File: src/rtl/divider_unit.sv
// rtl/divider_unit.sv - multi-cycle restoring divider for DIV/DIVU/REM/REMU
// Optional: DIVIDER_EARLY_OUT_EN sends divide-by-zero and signed overflow straight to DONE.
module divider_unit #(
    parameter int WIDTH = 32
) (
    input  logic             clk,
    input  logic             rst,
    input  logic             start,
    input  logic [1:0]       op,
    input  logic [WIDTH-1:0] a,
    input  logic [WIDTH-1:0] b,
    output logic             busy,
    output logic             done,
    output logic [WIDTH-1:0] y
);
    localparam int W  = WIDTH;
    localparam int CW = $clog2(WIDTH);

    typedef enum logic [1:0] {IDLE, RUN, FIX, DONE} state_t;

    state_t         state, state_nx;
    logic [W-1:0]   a_l, b_l;
    logic [1:0]     op_l;
    logic [2*W:0]   acc;
    logic [CW-1:0]  cnt;

    logic           accept;
    logic           early;
    logic [W-1:0]   amag_in, bmag;
    logic [2*W:0]   shifted, step;
    logic [W+1:0]   trial;
    logic [W-1:0]   q, r, fix_y;
    logic           neg_q, neg_r;

    assign accept = start && (state == IDLE || state == DONE);

`ifdef DIVIDER_EARLY_OUT_EN
    logic         special_in;
    logic [W-1:0] special_y;
    assign special_in = (b == '0) ||
                        (!op[0] && a == {1'b1, {(W-1){1'b0}}} && b == '1);
    // quotient: all ones for /0, a for overflow; remainder: a for /0, 0 for overflow
    assign special_y  = (b == '0) ? (op[1] ? a : '1) : (op[1] ? '0 : a);
    assign early      = special_in;
`else
    assign early      = 1'b0;
`endif

    // magnitudes: negating the most-negative value yields 2^(W-1) as unsigned, as needed
    assign amag_in = (!op[0] && a[W-1]) ? (~a + 1'b1) : a;
    assign bmag    = (!op_l[0] && b_l[W-1]) ? (~b_l + 1'b1) : b_l;

    // acc = {partial remainder (W+1 bits), dividend/quotient (W bits)}
    assign shifted = acc << 1;
    assign trial   = {1'b0, shifted[2*W:W]} - {2'b00, bmag};
    assign step    = trial[W+1] ? shifted : {trial[W:0], shifted[W-1:1], 1'b1};

    assign q     = acc[W-1:0];
    assign r     = acc[2*W-1:W];
    assign neg_q = !op_l[0] && (a_l[W-1] ^ b_l[W-1]);
    assign neg_r = !op_l[0] && a_l[W-1];

    always_comb begin
        fix_y = '0;
        if (b_l == '0)
            fix_y = op_l[1] ? a_l : '1;
        else if (op_l[1])
            fix_y = neg_r ? (~r + 1'b1) : r;
        else
            fix_y = neg_q ? (~q + 1'b1) : q;
    end

    always_ff @(posedge clk or posedge rst) begin
        if (rst)
            state <= IDLE;
        else
            state <= state_nx;
    end

    always_comb begin
        state_nx = state;
        case (state)
            IDLE: if (start) state_nx = early ? DONE : RUN;
            RUN:  if (cnt == CW'(W-1)) state_nx = FIX;
            FIX:  state_nx = DONE;
            DONE: state_nx = start ? (early ? DONE : RUN) : IDLE;
            default: state_nx = IDLE;
        endcase
    end

    assign busy = (state == RUN) || (state == FIX);
    assign done = (state == DONE);

    always_ff @(posedge clk or posedge rst) begin
        if (rst) begin
            a_l  <= '0;
            b_l  <= '0;
            op_l <= '0;
            acc  <= '0;
            cnt  <= '0;
            y    <= '0;
        end else if (accept) begin
            a_l  <= a;
            b_l  <= b;
            op_l <= op;
            acc  <= {{(W+1){1'b0}}, amag_in};
            cnt  <= '0;
`ifdef DIVIDER_EARLY_OUT_EN
            if (special_in)
                y <= special_y;
`endif
        end else if (state == RUN) begin
            acc <= step;
            cnt <= cnt + CW'(1);
        end else if (state == FIX) begin
            y <= fix_y;
        end
    end

endmodule

File: config.mk
export PLATFORM = sky130hd
export DESIGN_NAME = divider_unit
export DESIGN_NICKNAME = d
export VERILOG_FILES = /design/src/rtl/divider_unit.sv
export SDC_FILE = /design/constraint.sdc
export NUM_CORES = 1
export LEC_CHECK = 0
export ABC_AREA = 1
export CORE_AREA = 2 2 199 201
export CTS_CLUSTER_SIZE = 10
export DETAILED_ROUTE_END_ITERATION = 10
export DIE_AREA = 0 0 201 203
export GPL_TIMING_DRIVEN = 0
export HOLD_SLACK_MARGIN = 0.15
export REMOVE_ABC_BUFFERS = 1
export SKIP_CTS_REPAIR_TIMING = 1
export SYNTH_ARGS = -nofsm -noshare
export SYNTH_HDL_FRONTEND = slang
export SYNTH_SLANG_ARGS = --single-unit
File: constraint.sdc
create_clock -name clk -period 5.5 [get_ports clk]
set_input_delay 0.55 -clock clk [delete_from_list [all_inputs] [get_ports clk]]
set_output_delay 0.55 -clock clk [all_outputs]
set_load 0.005 [all_outputs]
==> run_results.csv, run 1 <==
group,metric,value,unit
status,status,"finished clean",
place,gp_congestion,0.905,
sta,fin_crit,5.01,ns
cells_and_area,diodes,0,
yosys,synth.avg_cell_area,6.28,um^2
hold_path,hp-class,"flip-flop to flip-flop",
yosys,synth_most_common_cell,"nand2_1",
yosys,yosysTopAreaCellShare,31.8,%
clocking,cts_tree,"built",
floorplan,start_util,34.6,%
grt,grt_antenna_before_repair,0,
clocking,clk_latency,0.47,ns
sta,hold_viol,0,
place,post-place-ws,-0.238,ns
power_and_ir_drop,vdd_drop_max,0.271,mV
yosys,synthTopCellsByArea,"dfrtp_1, nand2_1, nand3_1, inv_1, o21ai_0",
sta,relSlewSlack,12.0,%
routing,dr.first_iter.drc_count,1156,
yosys,synth_top_area_cell,"dfrtp_1",
clocking,clk_pin_slew,0.07,ns
sta,period_share,91.2,%
floorplan,num_rows,72,
critical_path,worstPathMaxFanout,44,
grt,grt_max_degree,127,
power_and_ir_drop,power_density,690,nW/um^2
floorplan,die_area,40800,um^2
routing,avgRoutedWirePerCell,16.0,um
critical_path,crit_path_start_kind,"flip-flop",
sta,timing.fmax,199,MHz
cells_and_area,fin_util,40.1,%
sta,rsz0062_at_grt,"false",
place,io_buffers,102,
critical_path,cp.arrival,5.37,ns
critical_path,endpoint_kind,"flip-flop",
yosys,synth_ff_type,"dfrtp_1",
cells_and_area,syn2layout_area_growth,15.7,%
floorplan,pin_count,103,
cells_and_area,drive_above_1_share,2.87,%
yosys,async_flop_share,100,%
floorplan,core,38500,um^2
cells_and_area,fin_nets,2292,
sta,setup-violations-final,0,
yosys,yosys_warnings,0,
routing,drt_wl_total,43300,um
yosys,synth_cells,2119,
power_and_ir_drop,power_leakage,7.83,nW
yosys,synth-edff-count,0,
clocking,root_buffer,"clkbuf_16",
routing,route.detailed.drc,0,
grt,grt-ovfl-total,0,
routing,avgViaCountPerCell,5.12,
routing,firstDrtPassIters,5,
floorplan,die_width,201,um
routing,vias,13900,
yosys,synthTopCellsByCount,"nand2_1, inv_1, nand3_1",
sta,tightest_slew,1.32,ns
yosys,syn-cell-area,13300,um^2
clocking,htree_levels,4,
yosys,synth_cell_type_count,42,
clocking,cts.sinks,169,
routing,drtAntennaViolNets,0,
sta,finalMaxSlewViolations,0,
clocking,cts_buffer_depth,2,
yosys,yosysSeqAreaShare,31.8,%
critical_path,worstSetupPathType,"flip-flop to flip-flop",
critical_path,worstPathRequired,5.86,ns
yosys,ys_ff_latch,169,
grt,grt_pass1_wl,69400,um
clocking,cts_buffers,17,
run,max_cap_viol_count,0,
sta,setup_slack,0.485,ns
floorplan,dieHeight,203,um
grt,grt_usage,21.4,%
place,hpwl,33000,um
grt,grt_pass1_vias,12900,
sta,fin_skew,0.0156,ns
cells_and_area,n_fill_cell,4214,
-- final cells by class --
type                    count  area, um^2  area share [%]
repair buffers            107        1130            7.31
inverters                 290        1100            7.14
flip-flops and latches    169        4230            27.5
multi-input cells        1594        7710            50.1
well taps                 518         648            4.21
clock inverters            14         149           0.966
clock buffers              18         439            2.85
-- worst max-delay path, stage by stage (launching register included) --
cell and delay [ns]:
dfrtp_1 0.50, nand2_2 0.39, clkinv_1 0.56, nand2_1 0.28
o21ai_0 0.17, a21oi_1 0.23, nand2_1 0.13, nor2_1 0.21
xor2_1 0.22, ha_1 0.32, nand2_1 0.13, o21ai_0 0.12
inv_1 0.07, nand2_1 0.08, a21oi_2 0.37, nand2_4 0.36
nand2_1 0.37, o21ai_0 0.20, nand2_1 0.09, nand2_1 0.05
-- registers in the layout, summed over array words and instances (netlist names) --
signal and cells:
a_l 32, acc 64, b_l 32, cnt 5
op_l 2, state 2, y 32
-- path summary, 6_finish.rpt --
kind                       cells past startpoint                   to  slack, ns           startpoint
max in group asynchronous                      3   acc[5]$_DFFE_PP0P_       4.06                  rst
setup / recovery                              19  acc[56]$_DFFE_PP0P_       0.49  b_l[31]$_DFFE_PP0P_
setup reg to reg                              19  acc[56]$_DFFE_PP0P_       0.49  b_l[31]$_DFFE_PP0P_
hold / removal                                 1   cnt[3]$_DFFE_PP0P_       0.47   cnt[3]$_DFFE_PP0P_
hold reg to reg                                1   cnt[3]$_DFFE_PP0P_       0.47   cnt[3]$_DFFE_PP0P_
min in group asynchronous                      2   b_l[8]$_DFFE_PP0P_       0.49                  rst
-- power by group --
part / total (mW) / switching [mW] / leakage (nW) / internal [mW]
clock network: 1.24 / 0.625 / 0.287 / 0.619
registers: 2.29 / 0.498 / 2.14 / 1.79
logic: 7.10 / 4.69 / 5.40 / 2.41
-- per-stage QoR --
stage | cell area, um^2 | total power [mW] | hold WS [ns] | TNS [ns] | instances
CTS | 15400 | 10.7 | 0.471 | -0.200 | 2710
finish | 15400 | 10.6 | 0.468 | 0 | 2710
floorplan | 13000 | 7.22 | 0.438 | -5.48 | 2053
global route | 15400 | 11.8 | 0.507 | 0 | 2710
global placement | 14700 | 9.28 | 0.459 | -771.06 | 2673
detailed placement | 14800 | 9.38 | 0.461 | -4.17 | 2678
-- cells in the final DEF (no fill, tap or decap), types with 3 or more instances in the layout --
master,count
nand2_2,5
inv_8,6
o31ai_1,5
dfrtp_1,168
nand2_1,707
inv_1,284
or2_2,5
o22ai_1,6
nand3b_1,4
nand3_1,237
o211ai_1,37
clkinv_4,3
a31oi_1,5
nor4_1,5
clkdlybuf4s50_1,102
a21oi_1,65
o21ai_0,163
clkbuf_16,17
xor2_1,36
xnor2_1,14
o21bai_1,3
nor3_1,21
nor2_2,4
o221ai_1,8
inv_6,3
o311ai_0,5
nand4_1,26
ha_1,43
nor2_1,175
-- cells by family (layout without fill, tap and decap cells) --
group                    count (synthesis)  in the layout  synth area share (%)
AND/OR/NAND/NOR                       1198           1198                  37.5
buffers and inverters                  356            429                  10.4
AO/OA/AOI/OAI                          302            302                  12.8
flip-flops                             169            169                  31.8
XOR/XNOR                                50             50                  3.29
adder cells (fa/ha/maj)                 44             44                  4.19
-- layer usage --
layer,GRT usage [%],wire (um),part of all wire [%],vias up
li1,-,-,-,6957
met1,29.9,20500,47,6511
met2,35.1,20000,46,361
met3,1.97,1970,4.6,42
met4,6.35,810,1.9,0
met5,0,0,0,-
Power figures use the tool's default switching activity.
==> run 2, diff against run 1 <==
CORE_AREA = 2 2 279 143   (was 2 2 199 201)
DIE_AREA = 0 0 281 145   (was 0 0 201 203)
==> run_results.csv, run 2 (synthesized netlist as in run 1, its figures left out) <==
group,metric,value,unit
sta,relSlewSlack,17.3,%
place,gp_congestion,0.973,
critical_path,worstPathRequired,5.85,ns
clocking,cts_buffer_depth,2,
status,status,"finished clean",
sta,timing.fmax,197,MHz
power_and_ir_drop,power_density,710,nW/um^2
sta,hold-worst-slack,0.470,ns
critical_path,cp.arrival,5.42,ns
clocking,cts_buffers,17,
power_and_ir_drop,power_leakage,7.83,nW
floorplan,dieHeight,145,um
clocking,clk_latency,0.46,ns
cells_and_area,final_cell_mix,"nand2_1, inv_1, nand3_1",
run,max_cap_viol_count,0,
cells_and_area,max_flop_register,"acc",
floorplan,core,38400,um^2
sta,fin_skew,0.00921,ns
cells_and_area,drive_above_1_share,2.97,%
power_and_ir_drop,p_total,11.0,mW
cells_and_area,largest_reg_flops,64,
critical_path,cp-startpoint,"b_l[31]$_DFFE_PP0P_",
clocking,cts.sinks,169,
routing,route.detailed.drc,0,
critical_path,endpoint_kind,"flip-flop",
routing,drt_wl_total,47600,um
power_and_ir_drop,vdd_drop_max,0.342,mV
grt,grt_max_degree,96,
grt,grt_pass1_wl,74300,um
floorplan,start_util,34.7,%
power_and_ir_drop,internal-power,4.94,mW
power_and_ir_drop,switchingPower,6.04,mW
critical_path,path_cells,"nand2_2 > clkinvlp_4 > nand2_1 > o21ai_0 > a21oi_1 > nand2_1 > nor2_1 > xor2_1 > ha_1 > nand2_1 > o21ai_0 > inv_1 > nand2_1 > a21oi_2 > nand2_4 > nand2_1 > o21ai_0 > nand2_1 > nand2_1",
power_and_ir_drop,p_sw_share,55.0,%
critical_path,crit_path_start_kind,"flip-flop",
clocking,cts_tree,"built",
cells_and_area,fin_util,40.3,%
hold_path,hp-class,"flip-flop to flip-flop",
routing,highest_layer,"met4",
sta,setup-violations-final,0,
critical_path,critPathMaxStageDelay,0.51,ns
hold_path,hold_path_startpoint,"cnt[3]$_DFFE_PP0P_",
routing,route.met3.wl,4900,um
sta,tightest_slew,1.24,ns
sta,finalMaxSlewViolations,0,
floorplan,num_rows,51,
power_and_ir_drop,seqPwrFrac,20.9,%
place,io_buffers,102,
cells_and_area,n_fill_cell,4118,
cells_and_area,design_area,15500,um^2
critical_path,crit_slowest_cell,"clkinvlp_4",
floorplan,die_width,281,um
critical_path,worstPathMaxFanout,44,
routing,avgViaCountPerCell,5.23,
cells_and_area,syn2layout_area_growth,16.1,%
power_and_ir_drop,combPwrFrac,67.1,%
critical_path,r2r_start,"b_l[31]$_DFFE_PP0P_",
clocking,clk_pin_slew,0.07,ns
cells_and_area,fin_nets,2292,
routing,dr.first_iter.drc_count,1731,
critical_path,worstSetupPathType,"flip-flop to flip-flop",
cells_and_area,final_common_cell,"nand2_1",
sta,rsz0062_at_grt,"false",
clocking,htree_levels,4,
place,hpwl,36900,um
routing,drtAntennaViolNets,0,
routing,wl_met2,17100,um
clocking,root_buffer,"clkbuf_16",
place,placed_area,14800,um^2
sta,hold_viol,0,
routing,met1_length,25200,um
cells_and_area,diodes,0,
grt,grt_usage,23.5,%
sta,fin_crit,5.07,ns
sta,period_share,92.2,%
routing,avgRoutedWirePerCell,17.5,um
grt,grt_antenna_before_repair,0,
floorplan,die_area,40700,um^2
routing,vias,14200,
grt,grt-ovfl-total,0,
critical_path,crit_top_cell,"nand2_1",
power_and_ir_drop,pwr-share-clk,12.0,%
grt,grt_pass1_vias,12900,
routing,firstDrtPassIters,6,
floorplan,pin_count,103,
[run 2: cell type report]
cell class / instances / area, um^2 / area share [%]
inverter: 290 / 1110 / 7.16
clock inverter: 13 / 166 / 1.08
tap: 530 / 663 / 4.29
clock buffer: 19 / 443 / 2.86
timing repair buffer: 107 / 1130 / 7.28
multi-input combinational: 1594 / 7720 / 50.0
sequential: 169 / 4230 / 27.4
[run 2: layer usage]
metal	vias to the layer above	GRT usage, %
met5	-	0
met4	0	3.74
met3	34	5.56
met2	580	29.0
met1	6675	39.6
li1	6948	-
[run 2: power by group through the flow]
stage                     Clock (mW)  Sequential, mW  Combinational, mW
after global routing            1.39            2.37               8.31
after floorplan                    0            2.15               5.06
after detailed placement           0            2.30               7.19
final                           1.32            2.29               7.37
after global placement             0            2.30               7.07
after CTS                       1.34            2.29               7.23
[run 2: stage by stage]
stage | setup WS (ns) | TNS (ns) | cells
floorplan | -0.208 | -5.48 | 2053
global placement | -5.28 | -828.25 | 2685
detailed placement | 0.0821 | 0 | 2690
CTS | 0.0490 | 0 | 2722
global route | 0.0261 | 0 | 2722
finish | 0.432 | 0 | 2722
[run 2: critical path: cells and delay by family, from the launching register on]
family	cells	cell delay, ns
simple gates	10	2.28
compound gates	5	1.07
buf+inv	2	0.58
flops	1	0.48
fa+ha+maj	1	0.31
xor+xnor	1	0.19
[run 2: path summary, 6_finish.rpt]
check,to,slack [ns],cells past startpoint
setup / recovery,acc[53]$_DFFE_PP0P_,0.43,19
hold / removal,cnt[3]$_DFFE_PP0P_,0.47,1
setup reg to reg,acc[53]$_DFFE_PP0P_,0.43,19
hold reg to reg,cnt[3]$_DFFE_PP0P_,0.47,1
max in group asynchronous,op_l[1]$_DFFE_PP0P_,3.96,3
min in group asynchronous,y[0]$_DFFE_PP0P_,0.59,2
